File: config.mk
export PLATFORM = sky130hd
export DESIGN_NAME = ctrl_pipeline
export DESIGN_NICKNAME = d
export VERILOG_FILES = /design/src/rtl/ctrl_pkg.sv /design/src/rtl/ctrl_hazard_unit.sv /design/src/rtl/ctrl_pipeline.sv
export SDC_FILE = /design/constraint.sdc
export NUM_CORES = 1
export LEC_CHECK = 0
export BUFFER_PORTS_ARGS = -buffer_cell sky130_fd_sc_hd__buf_2
export CAP_MARGIN = 30
export CORE_MARGIN = 5
export CORE_UTILIZATION = 49
export DETAILED_ROUTE_END_ITERATION = 8
export GPL_ROUTABILITY_DRIVEN = 1
export PLACE_DENSITY = 0.76
export SLEW_MARGIN = 0
export SYNTH_ARGS = -nofsm -noshare
export SYNTH_HDL_FRONTEND = slang
export SYNTH_SLANG_ARGS = --single-unit
File: constraint.sdc
create_clock -name clk -period 2.05 [get_ports clk]
set_clock_uncertainty 0.2 [all_clocks]
set_input_delay 0.3075 -clock clk [delete_from_list [all_inputs] [get_ports clk]]
set_output_delay 0.3075 -clock clk [all_outputs]
set_load 0.1 [all_outputs]
File: src/rtl/ctrl_pkg.sv
// Shared definitions for the control pipeline: control-word layout, forwarding
// encodings and the per-stage control structs.
package ctrl_pkg;

    localparam int CB_MEM_TO_REG = 8;
    localparam int CB_REG_WRITE  = 7;
    localparam int CB_BRANCH     = 6;
    localparam int CB_MEM_READ   = 5;
    localparam int CB_MEM_WRITE  = 4;
    localparam int CB_REG_DST    = 3;
    localparam int CB_ALU_SRC    = 2;
    localparam int CB_ALU_OP     = 0;

    localparam logic [1:0] FWD_RF    = 2'b00;
    localparam logic [1:0] FWD_EXMEM = 2'b10;
    localparam logic [1:0] FWD_MEMWB = 2'b01;

    typedef struct packed {
        logic       mem_to_reg;
        logic       reg_write;
        logic       branch;
        logic       mem_read;
        logic       mem_write;
        logic       reg_dst;
        logic       alu_src;
        logic [1:0] alu_op;
    } ctrl_t;

    // Fields that survive past EX and past MEM respectively.
    typedef struct packed {
        logic mem_to_reg;
        logic reg_write;
        logic branch;
        logic mem_read;
        logic mem_write;
    } exmem_ctrl_t;

    typedef struct packed {
        logic mem_to_reg;
        logic reg_write;
    } memwb_ctrl_t;

    function automatic logic [1:0] fwd_pick(input logic exmem_hit, input logic memwb_hit);
        if (exmem_hit)      return FWD_EXMEM;
        else if (memwb_hit) return FWD_MEMWB;
        else                return FWD_RF;
    endfunction

endpackage

File: src/rtl/ctrl_hazard_unit.sv
// Combinational hazard logic: load-use detect, branch flush, operand forwarding
// and the PC / IF-ID write enables.
module ctrl_hazard_unit
    import ctrl_pkg::*;
#(
    parameter int REG_AW = 5
) (
    input  logic              i_stall_ext,
    input  logic              i_id_valid,
    input  logic [REG_AW-1:0] i_id_rs,
    input  logic [REG_AW-1:0] i_id_rt,
    input  logic              i_idex_mem_read,
    input  logic [REG_AW-1:0] i_idex_rs,
    input  logic [REG_AW-1:0] i_idex_rt,
    input  logic              i_exmem_branch,
    input  logic              i_exmem_reg_write,
    input  logic [REG_AW-1:0] i_exmem_dest,
    input  logic              i_memwb_reg_write,
    input  logic [REG_AW-1:0] i_memwb_dest,
    input  logic              i_branch_taken,
    output logic              o_lu,
    output logic              o_flush,
    output logic [1:0]        o_fwd_a,
    output logic [1:0]        o_fwd_b,
    output logic              o_pc_write,
    output logic              o_ifid_write,
    output logic              o_ifid_flush,
    output logic              o_pc_src
);

    logic w_exmem_fwd;
    logic w_memwb_fwd;

    assign o_lu = i_idex_mem_read && (i_idex_rt != '0) && i_id_valid &&
                  ((i_idex_rt == i_id_rs) || (i_idex_rt == i_id_rt));

    assign o_flush = i_exmem_branch && i_branch_taken;

    // Register 0 is hard-wired, so a write to it never forwards.
    assign w_exmem_fwd = i_exmem_reg_write && (i_exmem_dest != '0);
    assign w_memwb_fwd = i_memwb_reg_write && (i_memwb_dest != '0);

    assign o_fwd_a = fwd_pick(w_exmem_fwd && (i_exmem_dest == i_idex_rs),
                              w_memwb_fwd && (i_memwb_dest == i_idex_rs));
    assign o_fwd_b = fwd_pick(w_exmem_fwd && (i_exmem_dest == i_idex_rt),
                              w_memwb_fwd && (i_memwb_dest == i_idex_rt));

    // A flush redirects fetch, so it releases any load-use hold.
    assign o_pc_write   = !i_stall_ext && (o_flush || !o_lu);
    assign o_ifid_write = !i_stall_ext && (o_flush || !o_lu);
    assign o_ifid_flush = !i_stall_ext && o_flush;
    assign o_pc_src     = !i_stall_ext && o_flush;

endmodule

File: src/rtl/ctrl_pipeline.sv
// Control-word pipeline (ID/EX, EX/MEM, MEM/WB) with destination tags, plus
// the hazard unit that drives stall, flush and forwarding.
module ctrl_pipeline
    import ctrl_pkg::*;
#(
    parameter int CTRL_W = 9,
    parameter int REG_AW = 5
) (
    input  logic              clk,
    input  logic              rst_n,
    input  logic [CTRL_W-1:0] id_ctrl,
    input  logic              id_valid,
    input  logic [REG_AW-1:0] id_rs,
    input  logic [REG_AW-1:0] id_rt,
    input  logic [REG_AW-1:0] id_rd,
    input  logic              stall_ext,
    input  logic              mem_branch_taken,
    output logic              ex_reg_dst,
    output logic              ex_alu_src,
    output logic [1:0]        ex_alu_op,
    output logic              mem_branch,
    output logic              mem_read,
    output logic              mem_write,
    output logic              wb_reg_write,
    output logic              wb_mem_to_reg,
    output logic [REG_AW-1:0] wb_dest,
    output logic [1:0]        fwd_a,
    output logic [1:0]        fwd_b,
    output logic              pc_write,
    output logic              ifid_write,
    output logic              ifid_flush,
    output logic              pc_src
);

    ctrl_t             r_idex_ctrl;
    logic [REG_AW-1:0] r_idex_rs;
    logic [REG_AW-1:0] r_idex_rt;
    logic [REG_AW-1:0] r_idex_rd;
    exmem_ctrl_t       r_exmem_ctrl;
    logic [REG_AW-1:0] r_exmem_dest;
    memwb_ctrl_t       r_memwb_ctrl;
    logic [REG_AW-1:0] r_memwb_dest;

    ctrl_t             w_id_ctrl;
    logic [REG_AW-1:0] w_ex_dest;
    logic              w_lu;
    logic              w_flush;

    assign w_id_ctrl = ctrl_t'(id_ctrl);
    assign w_ex_dest = r_idex_ctrl.reg_dst ? r_idex_rd : r_idex_rt;

    ctrl_hazard_unit #(.REG_AW(REG_AW)) u_hazard (
        .i_stall_ext       (stall_ext),
        .i_id_valid        (id_valid),
        .i_id_rs           (id_rs),
        .i_id_rt           (id_rt),
        .i_idex_mem_read   (r_idex_ctrl.mem_read),
        .i_idex_rs         (r_idex_rs),
        .i_idex_rt         (r_idex_rt),
        .i_exmem_branch    (r_exmem_ctrl.branch),
        .i_exmem_reg_write (r_exmem_ctrl.reg_write),
        .i_exmem_dest      (r_exmem_dest),
        .i_memwb_reg_write (r_memwb_ctrl.reg_write),
        .i_memwb_dest      (r_memwb_dest),
        .i_branch_taken    (mem_branch_taken),
        .o_lu              (w_lu),
        .o_flush           (w_flush),
        .o_fwd_a           (fwd_a),
        .o_fwd_b           (fwd_b),
        .o_pc_write        (pc_write),
        .o_ifid_write      (ifid_write),
        .o_ifid_flush      (ifid_flush),
        .o_pc_src          (pc_src)
    );

    // Bubbles also clear their register tags so they can never match anything.
    always_ff @(posedge clk or negedge rst_n) begin
        if (!rst_n) begin
            r_idex_ctrl  <= '0;
            r_idex_rs    <= '0;
            r_idex_rt    <= '0;
            r_idex_rd    <= '0;
            r_exmem_ctrl <= '0;
            r_exmem_dest <= '0;
            r_memwb_ctrl <= '0;
            r_memwb_dest <= '0;
        end else if (!stall_ext) begin
            if (w_flush || w_lu || !id_valid) begin
                r_idex_ctrl <= '0;
                r_idex_rs   <= '0;
                r_idex_rt   <= '0;
                r_idex_rd   <= '0;
            end else begin
                r_idex_ctrl <= w_id_ctrl;
                r_idex_rs   <= id_rs;
                r_idex_rt   <= id_rt;
                r_idex_rd   <= id_rd;
            end

            if (w_flush) begin
                r_exmem_ctrl <= '0;
                r_exmem_dest <= '0;
            end else begin
                r_exmem_ctrl <= '{mem_to_reg: r_idex_ctrl.mem_to_reg,
                                  reg_write:  r_idex_ctrl.reg_write,
                                  branch:     r_idex_ctrl.branch,
                                  mem_read:   r_idex_ctrl.mem_read,
                                  mem_write:  r_idex_ctrl.mem_write};
                r_exmem_dest <= w_ex_dest;
            end

            r_memwb_ctrl <= '{mem_to_reg: r_exmem_ctrl.mem_to_reg,
                              reg_write:  r_exmem_ctrl.reg_write};
            r_memwb_dest <= r_exmem_dest;
        end
    end

    assign ex_reg_dst    = r_idex_ctrl.reg_dst;
    assign ex_alu_src    = r_idex_ctrl.alu_src;
    assign ex_alu_op     = r_idex_ctrl.alu_op;
    assign mem_branch    = r_exmem_ctrl.branch;
    assign mem_read      = r_exmem_ctrl.mem_read;
    assign mem_write     = r_exmem_ctrl.mem_write;
    assign wb_reg_write  = r_memwb_ctrl.reg_write;
    assign wb_mem_to_reg = r_memwb_ctrl.mem_to_reg;
    assign wb_dest       = r_memwb_dest;

endmodule

==> qor.yml, run 1 <==
status: "finished, violations left"
violations: "setup timing"
cts_buffers: 5
via_per_inst: 5.782
antenna_left: 0
maxCapViolations: 0
r2r_end: "r_idex_rs[1]$_DFFE_PN0N_"
fin_total_pwr_mw: 3.214
die-area_um2: 6236
r2r_slack_ns: 0.05
critPathCapture: "fwd_b[0]"
ioPinCount: 51
path_clk_slew_ns: 0.08
endpoint_kind: "output pin"
finalSetupTns_ns: -2.798
areaGrowthSynthToFinish_pct: 38.00
cp.depth: 6
critical-path-max-stage-delay_ns: 0.56
cts_buffer_depth: 2
wl_per_cell_um: 18.61
cts_tree: "built"
synth.distinct_cells: 26
multi_input_area_um2: 1334
hold_viol: 0
regArea_um2: 1052
gp_congestion: 0.9091
cts_sinks: 41
worstSetupPathType: "flop to output pin"
min_path_type: "input port to flop"
rsz0062_at_grt: "true"
io_buffers: 50
die_w_um: 78.97
r2r_start: "r_idex_rt[2]$_DFFE_PN0N_"
dr.pass1.iters: 4
grt_pass1_wl_mm: 10.14
crit_top_cell: "nor4_4"
antenna_found_initial: 0
fill_cells: 331
startpoint: "r_exmem_dest[4]$_DFFE_PN0N_"
num_rows: 25
routed_wl_mm: 6.401
drive_gt1_share_pct: 50.69
syn_area_per_cell_um2: 10.50
drtIter0Drc: 142
crit_chain: "or4_4, o21ai_4, buf_6, nor4_4, nor4_4, buf_12"
track_usage_pct: 21.03
slew_headroom_pct: 56.67
start_kind: "flop"
seq_area_frac_synth_pct: 44.02
final_cell_mix: "42 x buf_2, 33 x nand2_1, 32 x dfrtp_1"
start_util_pct: 50.01
fmaxAchievable_mhz: 385.2
critPathTopFamily: "simple AND/OR/NAND/NOR gates"
cp.arrival_ns: 2.09
reg2reg_depth: 6
finalCriticalPeriod_ns: 2.596
layout_commonest_cell: "buf_2"
grt_pass1_vias: 1979
utilization_pct: 69.02
core_um2: 4661
setup_ws_ns: -0.5458
num_antenna_cells: 0
route.detailed.drc: 0
cp.required_ns: 1.54
crit_slowest_cell: "or4_4"
clock_latency_ns: 0.30
setup_violations: 6
tightest_slew_ns: 0.6500
fin_crit_sh_pct: 126.6
nets: 318
synth_area_um2: 2331
synth_nets: 251
grt_max_degree: 39
dp_hpwl_mm: 4.333
final_max_slew_viol_count: 0
cp.buffers_inverters: 2
htree_levels: 2
yosys_warnings: 0
die_h_um: 78.97
ys_ff_latch: 41
cts_root_buffer: "clkbuf_8"
overflow: 0
num_vias: 1989
holdWs_ns: 0.03512
power_density_nw_per_um2: 999.0
peakVddDrop_uv: 502.1
crit_fanout: 2
synthCells: 222
leakagePower_nw: 1.400
-- how the worst min path moves through the flow --
stage          startpoint                           to  slack, ns  depth (start not counted)
5_1_grt          id_rd[4]     r_idex_rd[4]$_DFFE_PN0N_       0.04                          3
3_3_place_gp        rst_n  r_exmem_ctrl[3]$_DFFE_PN0N_       0.17                          1
4_1_cts          id_rd[4]     r_idex_rd[4]$_DFFE_PN0N_       0.03                          3
2_1_floorplan       rst_n     ex_alu_op[0]$_DFFE_PN0N_      -0.19                          0
6_report         id_rd[4]     r_idex_rd[4]$_DFFE_PN0N_       0.04                          3
3_5_place_dp        rst_n  r_exmem_ctrl[3]$_DFFE_PN0N_       0.17                          1
-- per-stage QoR --
| stage | setup WS [ns] | instances | cell area, um2 |
|---|---|---|---|
| floorplan | -0.9681 | 222 | 2486 |
| global placement | -0.2031 | 331 | 2974 |
| detailed placement | -0.2216 | 331 | 2974 |
| CTS | -0.5239 | 342 | 3152 |
| global route | -0.6028 | 344 | 3217 |
| finish | -0.5458 | 344 | 3217 |
-- Yosys cell counts --
cell	count	share of area (%)
xnor2_1	16	6.0
nor4_1	4	1.1
dfrtp_1	41	44
o211ai_4	1	0.91
xor2_1	14	5.3
nand2_1	34	5.5
nor2_1	1	0.16
a22o_1	4	1.5
a21oi_1	1	0.21
mux2i_1	5	2.1
nand3_1	4	0.86
or4_1	4	1.3
clkbuf_2	1	0.21
o21ai_0	7	1.5
a21oi_2	2	0.75
o21ai_1	6	1.3
buf_2	13	2.8
mux2_2	7	3.4
and2_1	1	0.27
o22ai_1	1	0.27
a32oi_1	24	9.0
nand2b_1	1	0.27
o21ai_2	19	7.1
or4_4	1	0.48
buf_4	7	2.3
buf_6	3	1.4
-- routing by layer --
metal	track usage (%)	wire [um]
met3	3.628	257
met2	33.33	3217
met1	29.05	2829
met4	7.388	97
met5	0	0
-- kinds of logic (layout without fill, tap and decap cells) --
group,count (synthesis),in the layout,share of synthesized area (%)
compound gates,65,65,22.60
xor+xnor,30,30,11.27
buf+inv,24,92,6.709
flops,41,41,44.01
mux,12,12,5.529
simple gates,50,50,9.877
-- cell type report --
| type | count | area share, % |
|---|---|---|
| Clock buffer | 6 | 2.256 |
| Clock inverter | 2 | 0.3112 |
| Multi-Input combinational cell | 157 | 41.46 |
| Sequential cell | 41 | 32.71 |
| Tap cell | 54 | 2.100 |
| Timing Repair Buffer | 84 | 21.16 |
-- where the power goes --
group          internal, mW  switching, mW
Combinational         0.551           1.02
Sequential            0.974          0.151
Clock                 0.236          0.285
Total                  1.76           1.45
-- what timing repair did --
action	4_1_cts	5_1_grt
resized for setup	14	7
endpoints found under the hold margin	27	0
setup buffers	3	1
pin swaps	7	6
setup endpoints to repair	8	11
gates cloned	0	1
hold buffers	1	0
-- worst reg2reg max path: cells and delay by family (launching register included) --
kind | cells | cell delay (ns)
flops | 1 | 0.45
compound gates | 3 | 0.46
buf+inv | 2 | 0.32
simple gates | 1 | 0.52
Note: power is estimated with default switching activity, not from simulation.
==> run 2, diff against run 1 <==
CORE_UTILIZATION = 50   (was 49)
PLACE_DENSITY = default   (was 0.76)
PLACE_DENSITY_LB_ADDON = 0.2   (was default)
clock period = 2.7 ns   (was 2.05 ns; I/O delays follow)
==> qor.yml, run 2 (synthesis results as in run 1) <==
grt_pass1_wl_mm: 9.473
r2r_start: "r_idex_rt[1]$_DFFE_PN0N_"
grt.met3_usage_pct: 5.721
layout_commonest_cell: "buf_2"
worstSetupPathType: "flop to output pin"
route.detailed.drc: 0
fmaxAchievable_mhz: 372.7
maxCapViolations: 0
cts_root_buffer: "clkbuf_8"
nets: 302
cp.required_ns: 2.10
critPathTopFamily: "simple AND/OR/NAND/NOR gates"
tightest_slew_ns: 0.6810
grt_pass1_vias: 1847
areaGrowthSynthToFinish_pct: 25.44
die-area_um2: 6128
num_rows: 24
crit_top_cell: "nor4_4"
fin_crit_sh_pct: 99.39
core_um2: 4444
cp.buffers_inverters: 2
finalCriticalPeriod_ns: 2.683
overflow: 0
min-delay-start: "id_ctrl[1]"
cts_buffers: 5
status: "finished, final reports clean"
num_antenna_cells: 0
cts_sinks: 41
grt_util_met2_pct: 28.17
reg2reg_depth: 5
antenna_found_initial: 0
utilization_pct: 65.79
crit_fanout: 2
dp_cells: 310
drive_gt1_share_pct: 45.26
dr.pass1.iters: 4
busiest_layer: "met1"
endpoint_kind: "output pin"
crit_chain: "or4_4, o21ai_4, buf_6, nor4_4, nor4_4, buf_12"
r2r_end: "r_idex_rt[1]$_DFFE_PN0N_"
min_path_cells: 3
gp_congestion: 0.8028
rsz0062_at_grt: "true"
clock_latency_ns: 0.30
die_h_um: 78.28
start_kind: "flop"
dp_hpwl_mm: 3.958
slew_headroom_pct: 54.60
start_util_pct: 52.45
path_clk_slew_ns: 0.08
cts_buffer_depth: 2
r2r_slack_ns: 0.59
setup_ws_ns: 0.01652
track_usage_pct: 19.62
finalNonFillerCells: 326
whs_endpoint: "ex_alu_op[1]$_DFFE_PN0N_"
cp.arrival_ns: 2.08
grt_max_degree: 34
dp_slack_ns: 0.2846
cts_tree: "built"
grt_use_met1_pct: 28.44
critical-path-max-stage-delay_ns: 0.55
die_w_um: 78.28
ioPinCount: 51
htree_levels: 2
antenna_left: 0
final_max_slew_viol_count: 0
wl_per_cell_um: 17.22
drtIter0Drc: 127
hold_viol: 0
via_per_inst: 5.807
crit_slowest_cell: "or4_4"
num_vias: 1893
power_density_nw_per_um2: 778.2
peakVddDrop_uv: 366.5
final_cell_mix: "45 x buf_2, 34 x nand2_1, 31 x dfrtp_1"
leakagePower_nw: 1.256
min_path_type: "input port to flop"
routed_wl_mm: 5.614
io_buffers: 50
setup_violations: 0
cp.depth: 6
[run 2: changes by cell type in the layout (fill, tap and decap cells not counted), moves of 3 or more]
cell | previous run | this run
xnor2_1 | 12 | 16
buf_12 | 9 | 4
buf_2 | 42 | 45
buf_6 | 6 | 2
xnor2_2 | 3 | 0
buf_4 | 25 | 15
[run 2: through the flow]
stage	setup TNS, ns	cell area (um2)	total power [mW]	hold slack, ns
detailed placement	0	2758	1.850	0.2765
finish	0	2924	2.276	0.1475
floorplan	-1.075	2462	1.656	-0.09059
CTS	-0.01010	2897	2.273	0.1363
global placement	0	2758	1.834	0.2694
global route	-0.07663	2924	2.393	0.1409
[run 2: cell type report]
cell class                      count  area [um2]
Timing Repair Buffer               68       457.9
Sequential cell                    41        1051
Multi-Input combinational cell    157        1267
Clock buffer                        6       72.57
Tap cell                           52       65.06
Clock inverter                      2       10.01
Fill cell                         365        1520
[run 2: where the power goes]
part           internal, mW  switching [mW]
logic                 0.324           0.687
registers             0.739           0.136
clock network         0.179           0.210
[run 2: worst register-to-register path: cells and delay by family, from the launching register on]
family,cells,cell delay [ns]
buffers and inverters,1,0.32
AO/OA/AOI/OAI,3,0.46
AND/OR/NAND/NOR,1,0.59
flip-flops,1,0.46
[run 2: how the worst max path moves through the flow]
| stage | start | to |
|---|---|---|
| floorplan | wb_dest[2]$_DFFE_PN0N_ | fwd_b[0] |
| global placement | r_exmem_dest[4]$_DFFE_PN0N_ | fwd_a[0] |
| detailed placement | r_exmem_dest[4]$_DFFE_PN0N_ | fwd_a[0] |
| CTS | r_exmem_dest[0]$_DFFE_PN0N_ | fwd_b[0] |
| global route | r_exmem_dest[4]$_DFFE_PN0N_ | fwd_a[0] |
| finish | r_exmem_dest[4]$_DFFE_PN0N_ | fwd_a[0] |
[run 2: what timing repair did]
action                                  in CTS  in global routing
gates resized for setup                      3                  5
endpoints found under the hold margin       29                  0
endpoints found under the setup margin       2                  5
pin swaps                                    3                  5
hold buffers                                 1                  0
setup buffers                                5                  2
[run 2: per-layer routing]
| metal | wire length [um] | vias up |
|---|---|---|
| met4 | 109 | 0 |
| met3 | 421 | 10 |
| met2 | 2539 | 69 |
| met5 | 0 | - |
| met1 | 2544 | 904 |
| li1 | - | 910 |
